## config.mk

```make
export PLATFORM = sky130hd
export DESIGN_NAME = mmio_bridge
export DESIGN_NICKNAME = d
export VERILOG_FILES = /design/src/rtl/mmio_bridge.sv
export SDC_FILE = /design/constraint.sdc
export NUM_CORES = 1
export LEC_CHECK = 0
export CAP_MARGIN = 20
export CORE_MARGIN = 2
export CORE_UTILIZATION = 45
export DETAILED_ROUTE_END_ITERATION = 12
export PLACE_DENSITY = 0.85
export SYNTH_ARGS = -nofsm -noshare
export SYNTH_HDL_FRONTEND = slang
export SYNTH_SLANG_ARGS = --single-unit
```

## constraint.sdc

```tcl
create_clock -name clk -period 4.3 [get_ports clk]
set_input_delay 0.645 -clock clk [delete_from_list [all_inputs] [get_ports clk]]
set_output_delay 0.645 -clock clk [all_outputs]
set_load 0.01 [all_outputs]
```

## src/rtl/mmio_bridge.sv

```systemverilog
// mmio_bridge: decodes CPU accesses into the 256-word RAM and a small I/O register bank.
// The cycle timer at TMR_ADDR is built only when MMIO_TIMER_EN is defined.
module mmio_bridge #(
    parameter logic [8:0] LED_ADDR = 9'h100,
    parameter logic [8:0] HEX_ADDR = 9'h120,
    parameter logic [8:0] SW_ADDR  = 9'h140,
    parameter logic [8:0] TMR_ADDR = 9'h180
) (
    input  logic        clk,
    input  logic        rst_n,
    input  logic [1:0]  mem_cmd,
    input  logic [8:0]  mem_addr,
    input  logic [15:0] write_data,
    output logic [15:0] read_data,
    output logic [7:0]  ram_addr,
    output logic [15:0] ram_din,
    output logic        ram_write,
    input  logic [15:0] ram_dout,
    input  logic [7:0]  sw_in,
    input  logic        halt,
    output logic [7:0]  led_out,
    output logic [15:0] hex_value,
    output logic        bad_access
);
    localparam logic [1:0] CMD_READ  = 2'b01;
    localparam logic [1:0] CMD_WRITE = 2'b10;

    typedef enum logic [1:0] {
        SEL_ZERO = 2'b00,
        SEL_RAM  = 2'b01,
        SEL_IO   = 2'b10
    } rd_sel_t;

    logic        is_read_s, is_write_s, is_io_s;
    logic        hit_led_s, hit_hex_s, hit_sw_s, hit_tmr_s;
    logic        io_rd_ok_s, io_wr_ok_s, illegal_s;
    logic [15:0] io_word_s;
    logic [15:0] timer_s;
    rd_sel_t     rd_sel_r, rd_sel_next_s;
    logic [15:0] io_q_r, io_q_next_s;
    logic [7:0]  sw_meta_r, sw_sync_r;
    logic [7:0]  led_r;
    logic [15:0] hex_r;
    logic        bad_r;

    assign is_read_s  = (mem_cmd == CMD_READ);
    assign is_write_s = (mem_cmd == CMD_WRITE);
    assign is_io_s    = mem_addr[8];
    assign hit_led_s  = (mem_addr == LED_ADDR);
    assign hit_hex_s  = (mem_addr == HEX_ADDR);
    assign hit_sw_s   = (mem_addr == SW_ADDR);

    assign ram_addr   = mem_addr[7:0];
    assign ram_din    = write_data;
    assign ram_write  = is_write_s & ~is_io_s;

`ifdef MMIO_TIMER_EN
    logic [15:0] timer_r;

    assign hit_tmr_s = (mem_addr == TMR_ADDR);
    assign timer_s   = timer_r;

    // Free-running cycle timer; a CPU store overrides the increment.
    always_ff @(posedge clk or negedge rst_n) begin
        if (!rst_n) begin
            timer_r <= 16'h0000;
        end else if (is_write_s && hit_tmr_s) begin
            timer_r <= write_data;
        end else if (!halt) begin
            timer_r <= timer_r + 16'h0001;
        end else begin
            timer_r <= timer_r;
        end
    end
`else
    logic halt_unused_s;

    assign halt_unused_s = halt;
    assign hit_tmr_s     = 1'b0;
    assign timer_s       = 16'h0000;
`endif

    // I/O read mux; anything without a readable register reports not-ok.
    always_comb begin
        io_word_s  = 16'h0000;
        io_rd_ok_s = 1'b0;
        if (hit_led_s) begin
            io_word_s  = {8'h00, led_r};
            io_rd_ok_s = 1'b1;
        end else if (hit_hex_s) begin
            io_word_s  = hex_r;
            io_rd_ok_s = 1'b1;
        end else if (hit_sw_s) begin
            io_word_s  = {8'h00, sw_sync_r};
            io_rd_ok_s = 1'b1;
        end else if (hit_tmr_s) begin
            io_word_s  = timer_s;
            io_rd_ok_s = 1'b1;
        end else begin
            io_word_s  = 16'h0000;
            io_rd_ok_s = 1'b0;
        end
    end

    assign io_wr_ok_s = hit_led_s | hit_hex_s | hit_tmr_s;
    assign illegal_s  = is_io_s & ((is_read_s & ~io_rd_ok_s) | (is_write_s & ~io_wr_ok_s));

    // Read-source selection; held between reads so read_data stays stable.
    always_comb begin
        rd_sel_next_s = rd_sel_r;
        io_q_next_s   = io_q_r;
        if (is_read_s) begin
            if (!is_io_s) begin
                rd_sel_next_s = SEL_RAM;
            end else if (io_rd_ok_s) begin
                rd_sel_next_s = SEL_IO;
                io_q_next_s   = io_word_s;
            end else begin
                rd_sel_next_s = SEL_ZERO;
            end
        end else begin
            rd_sel_next_s = rd_sel_r;
            io_q_next_s   = io_q_r;
        end
    end

    // Read-path state register.
    always_ff @(posedge clk or negedge rst_n) begin
        if (!rst_n) begin
            rd_sel_r <= SEL_ZERO;
            io_q_r   <= 16'h0000;
        end else begin
            rd_sel_r <= rd_sel_next_s;
            io_q_r   <= io_q_next_s;
        end
    end

    // Final load-data mux; RAM data arrives one cycle after its address.
    always_comb begin
        case (rd_sel_r)
            SEL_RAM: read_data = ram_dout;
            SEL_IO:  read_data = io_q_r;
            default: read_data = 16'h0000;
        endcase
    end

    // Two-flop synchronizer for the asynchronous switches.
    always_ff @(posedge clk or negedge rst_n) begin
        if (!rst_n) begin
            sw_meta_r <= 8'h00;
            sw_sync_r <= 8'h00;
        end else begin
            sw_meta_r <= sw_in;
            sw_sync_r <= sw_meta_r;
        end
    end

    // Writable I/O registers and the sticky illegal-access flag.
    always_ff @(posedge clk or negedge rst_n) begin
        if (!rst_n) begin
            led_r <= 8'h00;
            hex_r <= 16'h0000;
            bad_r <= 1'b0;
        end else begin
            if (is_write_s && hit_led_s) begin
                led_r <= write_data[7:0];
            end
            if (is_write_s && hit_hex_s) begin
                hex_r <= write_data;
            end
            if (illegal_s) begin
                bad_r <= 1'b1;
            end
        end
    end

    assign led_out    = led_r;
    assign hex_value  = hex_r;
    assign bad_access = bad_r;
endmodule

```

==> results.rst, run 1 <==
.. list-table::
   :header-rows: 1

   * - Metric
     - Value
   * - Maximum fanout count along the critical path
     - 5
   * - Total grt overflow
     - 0
   * - Syn Std Cell Area
     - 2700 um^2
   * - Max rail drop VDD
     - 193 uV
   * - CTS tree
     - built
   * - Number of buffers inserted by port buffering
     - 118
   * - Final net count
     - 392
   * - Relative contribution of the clock network to total power
     - 0.388
   * - Antenna violations before repair
     - 0
   * - Buffer type at the clock tree root
     - sky130_fd_sc_hd__clkbuf_8
   * - Worst reg2reg setup slack
     - 3.26 ns
   * - Dominant cell type by area after synthesis
     - sky130_fd_sc_hd__dfrtp_1
   * - Longest Clk Path Bufs
     - 2
   * - Clock buffer count from CTS
     - 9
   * - Portion of the post-synthesis area used by sequential elements
     - 0.547
   * - I/O pin count
     - 120
   * - Endpoint with the worst hold slack
     - sw_sync_r[3]$_DFF_PN0_
   * - Clock sink total
     - 59
   * - Area share of the largest cell type after synthesis
     - 0.547
   * - Post-Syn Instances
     - 241
   * - Via-to-Cell Ratio
     - 4.88
   * - Total via count after detailed routing
     - 2026
   * - Largest cells by area after synthesis
     - sky130_fd_sc_hd__dfrtp_1, sky130_fd_sc_hd__buf_4, sky130_fd_sc_hd__mux2_2
   * - Per-cell routed wire length
     - 14.6 um
   * - Initial Utilization
     - 0.462
   * - Post-route clock period utilization
     - 0.681
   * - Transition time of the tightest slew-check pin
     - 0.727 ns
   * - Number of H-tree levels
     - 3
   * - Start point of the worst hold path
     - sw_meta_r[3]$_DFF_PN0_
   * - Cell Pwr Density
     - 320 nW/um^2
   * - Final Max Slew Viols
     - 0
   * - Die Footprint
     - 6640 um^2
   * - Worst hold stages
     - 0
   * - Core outline area
     - 5850 um^2
   * - Global route hottest layer
     - met2
   * - Worst-path clk slew
     - 0.06 ns
   * - Launch point of the worst reg-to-reg path
     - led_out[4]$_DFFE_PN0P_
   * - Ordered list of cells on the worst path
     - clkdlybuf4s50_1, nor2b_1, nor2b_1, clkdlybuf4s50_1
   * - Total Negative Setup Slacks
     - 0 ns
   * - Placed wire-length estimate after detailed placement
     - 4.59 mm
   * - Detailed Routing Iterations Pass 1
     - 4
   * - Die width
     - 81.5 um
   * - Reg-to-reg endpoint
     - io_q_r[4]$_DFFE_PN0P_
   * - Worst setup path class
     - in -> out
   * - Global-route wire length before repair
     - 9.37 mm
   * - Required time worst endpoint
     - 3.65 ns
   * - Cell family with most CP delay
     - buffers and inverters
   * - Design internal power
     - 980 uW
   * - Maximum number of pins on one net before global-route repair
     - 60
   * - Floorplan die height
     - 81.5 um
   * - Critical path endpoint category
     - output port
   * - Leak
     - 0.00176 uW
   * - Minimum setup slack in the final design
     - 1.37 ns
   * - Net switching share of the total power
     - 0.225
   * - Signal arrival time at the worst endpoint
     - 2.28 ns
   * - Total number of yosys warnings
     - 0
   * - DR iter-0 viols
     - 87
   * - Worst clock skew on the final layout
     - 0.00540 ns
   * - Clock Latency Late Sink
     - 0.33 ns
   * - Antenna cell count
     - 0
   * - Startpoint Class
     - primary input
   * - Count of antenna-violating nets left after detailed routing
     - 0
   * - Number of gates on the worst path with buffers counted
     - 4
   * - Tightest Hold Check Type
     - reg -> reg
   * - Routability-driven placement congestion ratio
     - 0.706
   * - Grt met3 use
     - 0.0429
   * - Setup Viol. Count Final
     - 0
   * - Power share of the combinational group
     - 0.158
   * - Minimum clock period after layout
     - 2.93 ns
   * - Register share of total power
     - 0.454
   * - Buffers plus inverters on the worst setup path
     - 2
   * - Final core area utilization
     - 0.676
   * - RSZ-0062 raised after global routing
     - no
   * - Routed WL
     - 6.06 mm
   * - Post-CTS Hold Buffers
     - 0
   * - Worst hold margin
     - 0.348 ns
   * - Power spent charging and discharging nets
     - 285 uW
   * - Synthesized area per cell
     - 11.2 um^2
   * - Global-route track usage on met2
     - 0.309
   * - Master of the slowest instance on the critical path
     - sky130_fd_sc_hd__clkdlybuf4s50_1
   * - Number of gates resized after cts
     - 0
   * - Max-cap violations
     - 0
   * - Max incr delay on CP
     - 0.55 ns
   * - Total number of placement rows
     - 28
   * - Final count of hold timing violations
     - 0
   * - Growth of design area from synthesis to finish
     - 46.4%
   * - Worst reg2reg path depth
     - 4
   * - Share of final-layout standard cells stronger than drive strength 1
     - 0.138
   * - Met1 Resource Use GR
     - 0.244
   * - Total setup buffers inserted after CTS
     - 0
   * - FMAX
     - 0.341 GHz
   * - Via count of the first global-routing pass
     - 1939
   * - Remaining max-slew budget at the tightest pin
     - 0.515
   * - Global-route usage over all layers
     - 0.191
   * - Number of nets in the synthesized netlist
     - 297
   * - Count of distinct cell types in the synthesized netlist
     - 24
   * - Number of synthesized register bits
     - 59
   * - Status
     - finished, final reports clean
   * - DRC violation count after routing
     - 0
   * - Pre-CTS WS
     - 1.41 ns
-- flip-flops by register name (all words and copies together), names as in the netlist --
register    cells
sw_sync_r       8
hex_value      16
rd_sel_r        2
sw_meta_r       8
io_q_r         16
bad_access      1
led_out         8
-- layout make-up --
type	instances	area [um^2]
well taps	75	93.8
clock buffers	13	159
flip-flops and latches	59	1480
clock inverters	2	35.0
multi-input cells	142	977
inverters	2	7.51
repair buffers	122	1210
fillers	442	1900
-- power groups by stage --
stage | Clock, uW | Combinational (uW) | Sequential, uW
after floorplan | 0 | 81.5 | 584
after global placement | 0 | 198 | 583
after detailed placement | 0 | 202 | 584
after CTS | 502 | 202 | 574
after global routing | 527 | 216 | 575
final | 491 | 200 | 574
-- cells in the final DEF (no fill, tap or decap) --
master                            count
sky130_fd_sc_hd__clkdlybuf4s50_1    117
sky130_fd_sc_hd__dfrtp_1             59
sky130_fd_sc_hd__nor2_1              27
sky130_fd_sc_hd__nand2_1             25
sky130_fd_sc_hd__o21ai_0             19
sky130_fd_sc_hd__a22oi_1             16
sky130_fd_sc_hd__mux2_2              14
sky130_fd_sc_hd__clkbuf_8            11
sky130_fd_sc_hd__mux2_4              10
sky130_fd_sc_hd__a21oi_1              9
sky130_fd_sc_hd__mux2i_1              8
sky130_fd_sc_hd__nor2b_1              4
sky130_fd_sc_hd__buf_4                4
sky130_fd_sc_hd__inv_1                2
sky130_fd_sc_hd__ha_1                 2
sky130_fd_sc_hd__clkbuf_1             2
sky130_fd_sc_hd__or4b_4               1
sky130_fd_sc_hd__nor3_1               1
sky130_fd_sc_hd__and3b_1              1
sky130_fd_sc_hd__nand4b_1             1
sky130_fd_sc_hd__nor2b_4              1
sky130_fd_sc_hd__nand3_2              1
sky130_fd_sc_hd__nand3_4              1
sky130_fd_sc_hd__or2_2                1
sky130_fd_sc_hd__bufinv_16            1
sky130_fd_sc_hd__clkinv_2             1
sky130_fd_sc_hd__buf_2                1
-- how the worst max path moves through the flow --
| stage | from | endpoint | slack, ns |
|---|---|---|---|
| 2_1_floorplan | mem_addr[7] | hex_value[10]$_DFFE_PN0P_ | 2.23 |
| 3_3_place_gp | mem_cmd[1] | ram_write | 1.45 |
| 3_5_place_dp | mem_cmd[1] | ram_write | 1.41 |
| 4_1_cts | mem_cmd[1] | ram_write | 1.41 |
| 5_1_grt | mem_cmd[1] | ram_write | 1.32 |
| 6_report | mem_cmd[1] | ram_write | 1.37 |
-- per-stage QoR --
stage                     total power, uW  instances  area [um^2]
after floorplan                       666        241         2700
after global placement                781        400         3760
after detailed placement              786        400         3760
after CTS                            1280        415         3960
after global routing                 1320        415         3960
final                                1270        415         3960
-- kinds of logic after synthesis --
logic type / after synthesis / share of synthesized area
AO/OA/AOI/OAI: 44 / 0.0963
adder cells (fa/ha/maj): 2 / 0.00926
buffers and inverters: 40 / 0.0917
flip-flops: 59 / 0.547
multiplexers: 32 / 0.144
AND/OR/NAND/NOR: 64 / 0.113
-- cell usage after synthesis --
library cell,count
sky130_fd_sc_hd__nor3_1,1
sky130_fd_sc_hd__nand4b_1,1
sky130_fd_sc_hd__dfrtp_1,59
sky130_fd_sc_hd__and3b_1,1
sky130_fd_sc_hd__mux2i_1,8
sky130_fd_sc_hd__buf_6,1
sky130_fd_sc_hd__or2_2,1
sky130_fd_sc_hd__clkbuf_1,12
sky130_fd_sc_hd__mux2_2,14
sky130_fd_sc_hd__nor2_1,27
sky130_fd_sc_hd__mux2_4,10
sky130_fd_sc_hd__a21oi_1,9
sky130_fd_sc_hd__nand2_1,25
sky130_fd_sc_hd__ha_1,2
sky130_fd_sc_hd__buf_4,24
sky130_fd_sc_hd__nor2b_1,4
sky130_fd_sc_hd__a22oi_1,16
sky130_fd_sc_hd__o21ai_0,19
sky130_fd_sc_hd__inv_1,2
sky130_fd_sc_hd__buf_1,1
sky130_fd_sc_hd__nor2b_4,1
sky130_fd_sc_hd__nand3_2,1
sky130_fd_sc_hd__nand3_4,1
sky130_fd_sc_hd__or4b_4,1
-- metal layers --
layer,share of wire,up-vias
li1,-,999
met1,0.42,961
met2,0.52,63
met3,0.060,3
met4,0.0031,0
met5,0,-
Power figures use the tool's default switching activity.
==> run 2: changes to the inputs <==
--- a/config.mk
+++ b/config.mk
@@ -7,9 +7,9 @@
 export LEC_CHECK = 0
 export CAP_MARGIN = 20
 export CORE_MARGIN = 2
-export CORE_UTILIZATION = 45
+export CORE_UTILIZATION = 42
 export DETAILED_ROUTE_END_ITERATION = 12
-export PLACE_DENSITY = 0.85
+export PLACE_DENSITY = 0.8
 export SYNTH_ARGS = -nofsm -noshare
 export SYNTH_HDL_FRONTEND = slang
 export SYNTH_SLANG_ARGS = --single-unit
==> constraint.sdc (replaced) <==
create_clock -name clk -period 3 [get_ports clk]
set_input_delay 0.45 -clock clk [delete_from_list [all_inputs] [get_ports clk]]
set_output_delay 0.45 -clock clk [all_outputs]
set_load 0.01 [all_outputs]
==> run 2 against run 1 <==
Net effect: setup slack lost 1.0 ns; final cell count rose by 0.96%; sequential share of layout area decreased by 0.55 points; worst hold slack got worse by 0.22 ns.
==> results.rst, run 2 (same netlist as run 1, synthesis figures left out) <==
.. list-table::
   :header-rows: 1

   * - Metric
     - Value
   * - FMAX
     - 0.380 GHz
   * - Final net count
     - 393 (+0.26%)
   * - Leak
     - 0.00179 uW (+1.3%)
   * - Ordered list of cells on the worst path
     - inv_1, ha_1, a22oi_1, nor2_1, clkdlybuf4s50_1
   * - Post-route clock period utilization
     - 0.878
   * - Routed WL
     - 6.22 mm (+2.6%)
   * - DR iter-0 viols
     - 92 (+5.7%)
   * - Critical path endpoint category
     - output port
   * - Routability-driven placement congestion ratio
     - 0.740 (+4.9%)
   * - Total number of placement rows
     - 29 (+3.6%)
   * - Worst-path clk slew
     - 0.07 ns (about the same)
   * - Core outline area
     - 6280 um^2 (+7.3%)
   * - Tightest Hold Check Type
     - in -> async
   * - Floorplan die height
     - 84.2 um (+3.3%)
   * - Required time worst endpoint
     - 2.55 ns (-1.10 ns)
   * - Detailed Routing Iterations Pass 1
     - 4 (unchanged)
   * - Worst reg2reg setup slack
     - 1.97 ns (-1.29 ns)
   * - Minimum clock period after layout
     - 2.63 ns
   * - Total setup buffers inserted after CTS
     - 0 (unchanged)
   * - Total grt overflow
     - 0 (unchanged)
   * - Number of gates resized after cts
     - 0 (unchanged)
   * - Max-cap violations
     - 0 (unchanged)
   * - Pre-CTS WS
     - 0.573 ns (-0.836 ns)
   * - Clock sink total
     - 59 (unchanged)
   * - Reg-to-reg endpoint
     - io_q_r[0]$_DFFE_PN0P_
   * - Setup Viol. Count Final
     - 0 (unchanged)
   * - Placed wire-length estimate after detailed placement
     - 4.67 mm (+1.7%)
   * - Minimum setup slack in the final design
     - 0.367 ns (-1.00 ns)
   * - Most common library cell in the layout ignoring fill and taps
     - sky130_fd_sc_hd__clkdlybuf4s50_1
   * - Final count of hold timing violations
     - 0 (unchanged)
   * - Global-route wire length before repair
     - 10.3 mm (+9.9%)
   * - Via count of the first global-routing pass
     - 2006 (+3.5%)
   * - CTS tree
     - built
   * - Via-to-Cell Ratio
     - 4.85 (-0.56%)
   * - Startpoint Class
     - flip-flop
   * - Number of buffers inserted by port buffering
     - 118 (unchanged)
   * - Worst clock skew on the final layout
     - 0.00591 ns (+0.000515 ns)
   * - Clock buffer count from CTS
     - 9 (unchanged)
   * - Initial Utilization
     - 0.430 (-0.0314)
   * - Post-CTS Hold Buffers
     - 0 (unchanged)
   * - Transition time of the tightest slew-check pin
     - 0.603 ns (-0.124 ns)
   * - Worst reg2reg path depth
     - 4 (unchanged)
   * - Number of H-tree levels
     - 3 (unchanged)
   * - Final Max Slew Viols
     - 0 (unchanged)
   * - Leading cell types in the layout, fill and taps excluded
     - sky130_fd_sc_hd__clkdlybuf4s50_1, sky130_fd_sc_hd__dfrtp_1, sky130_fd_sc_hd__nor2_1
   * - Die width
     - 84.2 um (+3.3%)
   * - Max rail drop VDD
     - 480 uV (+150%)
   * - Overall power consumption
     - 1990 uW (+57%)
   * - Worst setup path start
     - rd_sel_r[0]$_DFFE_PN0N_
   * - Master of the slowest instance on the critical path
     - sky130_fd_sc_hd__clkdlybuf4s50_1
   * - Maximum number of pins on one net before global-route repair
     - 34 (-43%)
   * - Launch point of the worst reg-to-reg path
     - led_out[0]$_DFFE_PN0P_
   * - Capturing element of the worst setup path
     - read_data[11]
   * - I/O pin count
     - 120 (unchanged)
   * - Worst setup path class
     - reg -> out
   * - Antenna violations before repair
     - 0 (unchanged)
   * - Global-route usage over all layers
     - 0.188 (-0.00342)
   * - Growth of design area from synthesis to finish
     - 48.6%
   * - Remaining max-slew budget at the tightest pin
     - 0.598 (+0.0825)
   * - Maximum fanout count along the critical path
     - 16 (+11)
   * - Longest Clk Path Bufs
     - 2 (unchanged)
   * - Signal arrival time at the worst endpoint
     - 2.18 ns (-0.10 ns)
   * - Per-cell routed wire length
     - 14.8 um (+1.6%)
   * - Clock Latency Late Sink
     - 0.33 ns (about the same)
   * - Status
     - finished, final reports clean
   * - DRC violation count after routing
     - 0 (unchanged)
   * - Cell Pwr Density
     - 495 nW/um^2 (+55%)
   * - RSZ-0062 raised after global routing
     - no
   * - Die Footprint
     - 7090 um^2 (+6.8%)
   * - Total via count after detailed routing
     - 2034 (+0.39%)
   * - Antenna cell count
     - 0 (unchanged)
   * - Max incr delay on CP
     - 0.57 ns (+0.02 ns)
   * - Share of final-layout standard cells stronger than drive strength 1
     - 0.143 (+0.00504)
   * - Count of antenna-violating nets left after detailed routing
     - 0 (unchanged)
   * - Buffer type at the clock tree root
     - sky130_fd_sc_hd__clkbuf_8
   * - Total Negative Setup Slacks
     - 0 ns (unchanged)
run 2: cell count changes in the layout (fill, tap and decap cells not counted), sizes merged:
cell,delta
buf,+1
bufinv,+2
clkbuf,-1
clkinv,-1
clkinvlp,+1
run 2: metrics by stage:
stage               cell area [um^2]  hold slack, ns  instances   util
floorplan                       2700           0.154        241      -
global placement                3770           0.332        403  0.601
detailed placement              3770           0.335        403  0.601
CTS                             4010           0.133        419  0.639
global route                    4010           0.162        419  0.639
finish                          4010           0.123        419  0.639
run 2: per-layer routing:
layer | up-vias | part of all wire | track usage
met2 | 67 | 0.50 | 0.299
met3 | 12 | 0.042 | 0.0354
met1 | 961 | 0.44 | 0.249
met5 | - | 0 | 0
li1 | 994 | - | -
met4 | 0 | 0.023 | 0.0880
run 2: area by class of cell:
type | instances | area [um^2]
Inverter | 2 | 7.51
Tap cell | 77 | 96.3
Clock inverter | 4 | 97.6
Clock buffer | 12 | 145
Fill cell | 495 | 2260
Sequential cell | 59 | 1480
Timing Repair Buffer | 123 | 1210
Multi-Input combinational cell | 142 | 977
run 2: power breakdown:
group / switching (uW) / internal (uW) / leakage, uW / total, uW
Combinational: 119 / 168 / 0.000891 / 287
Clock: 304 / 575 / 0.000117 / 879
Sequential: 8.65 / 814 / 0.000778 / 822
Total: 431 / 1560 / 0.00179 / 1990
run 2: how the worst min path moves through the flow:
stage / startpoint / cells after the start / endpoint / slack (ns)
3_3_place_gp: sw_meta_r[6]$_DFF_PN0_ / 0 / sw_sync_r[6]$_DFF_PN0_ / 0.33
5_1_grt: rst_n / 1 / hex_value[13]$_DFFE_PN0P_ / 0.16
2_1_floorplan: rst_n / 0 / bad_access$_DFFE_PN0P_ / 0.15
4_1_cts: rst_n / 1 / hex_value[13]$_DFFE_PN0P_ / 0.13
6_report: rst_n / 1 / hex_value[14]$_DFFE_PN0P_ / 0.12
3_5_place_dp: sw_meta_r[0]$_DFF_PN0_ / 0 / sw_sync_r[0]$_DFF_PN0_ / 0.33
run 2: worst max-delay path: cells and delay by family, from the launching register on:
family,cells,cell delay [ns]
DFF,1,0.40
and+or+nand+nor,1,0.14
adders and majority gates,1,0.50
AOI/OAI and AO/OA,1,0.17
buffers and inverters,2,0.65
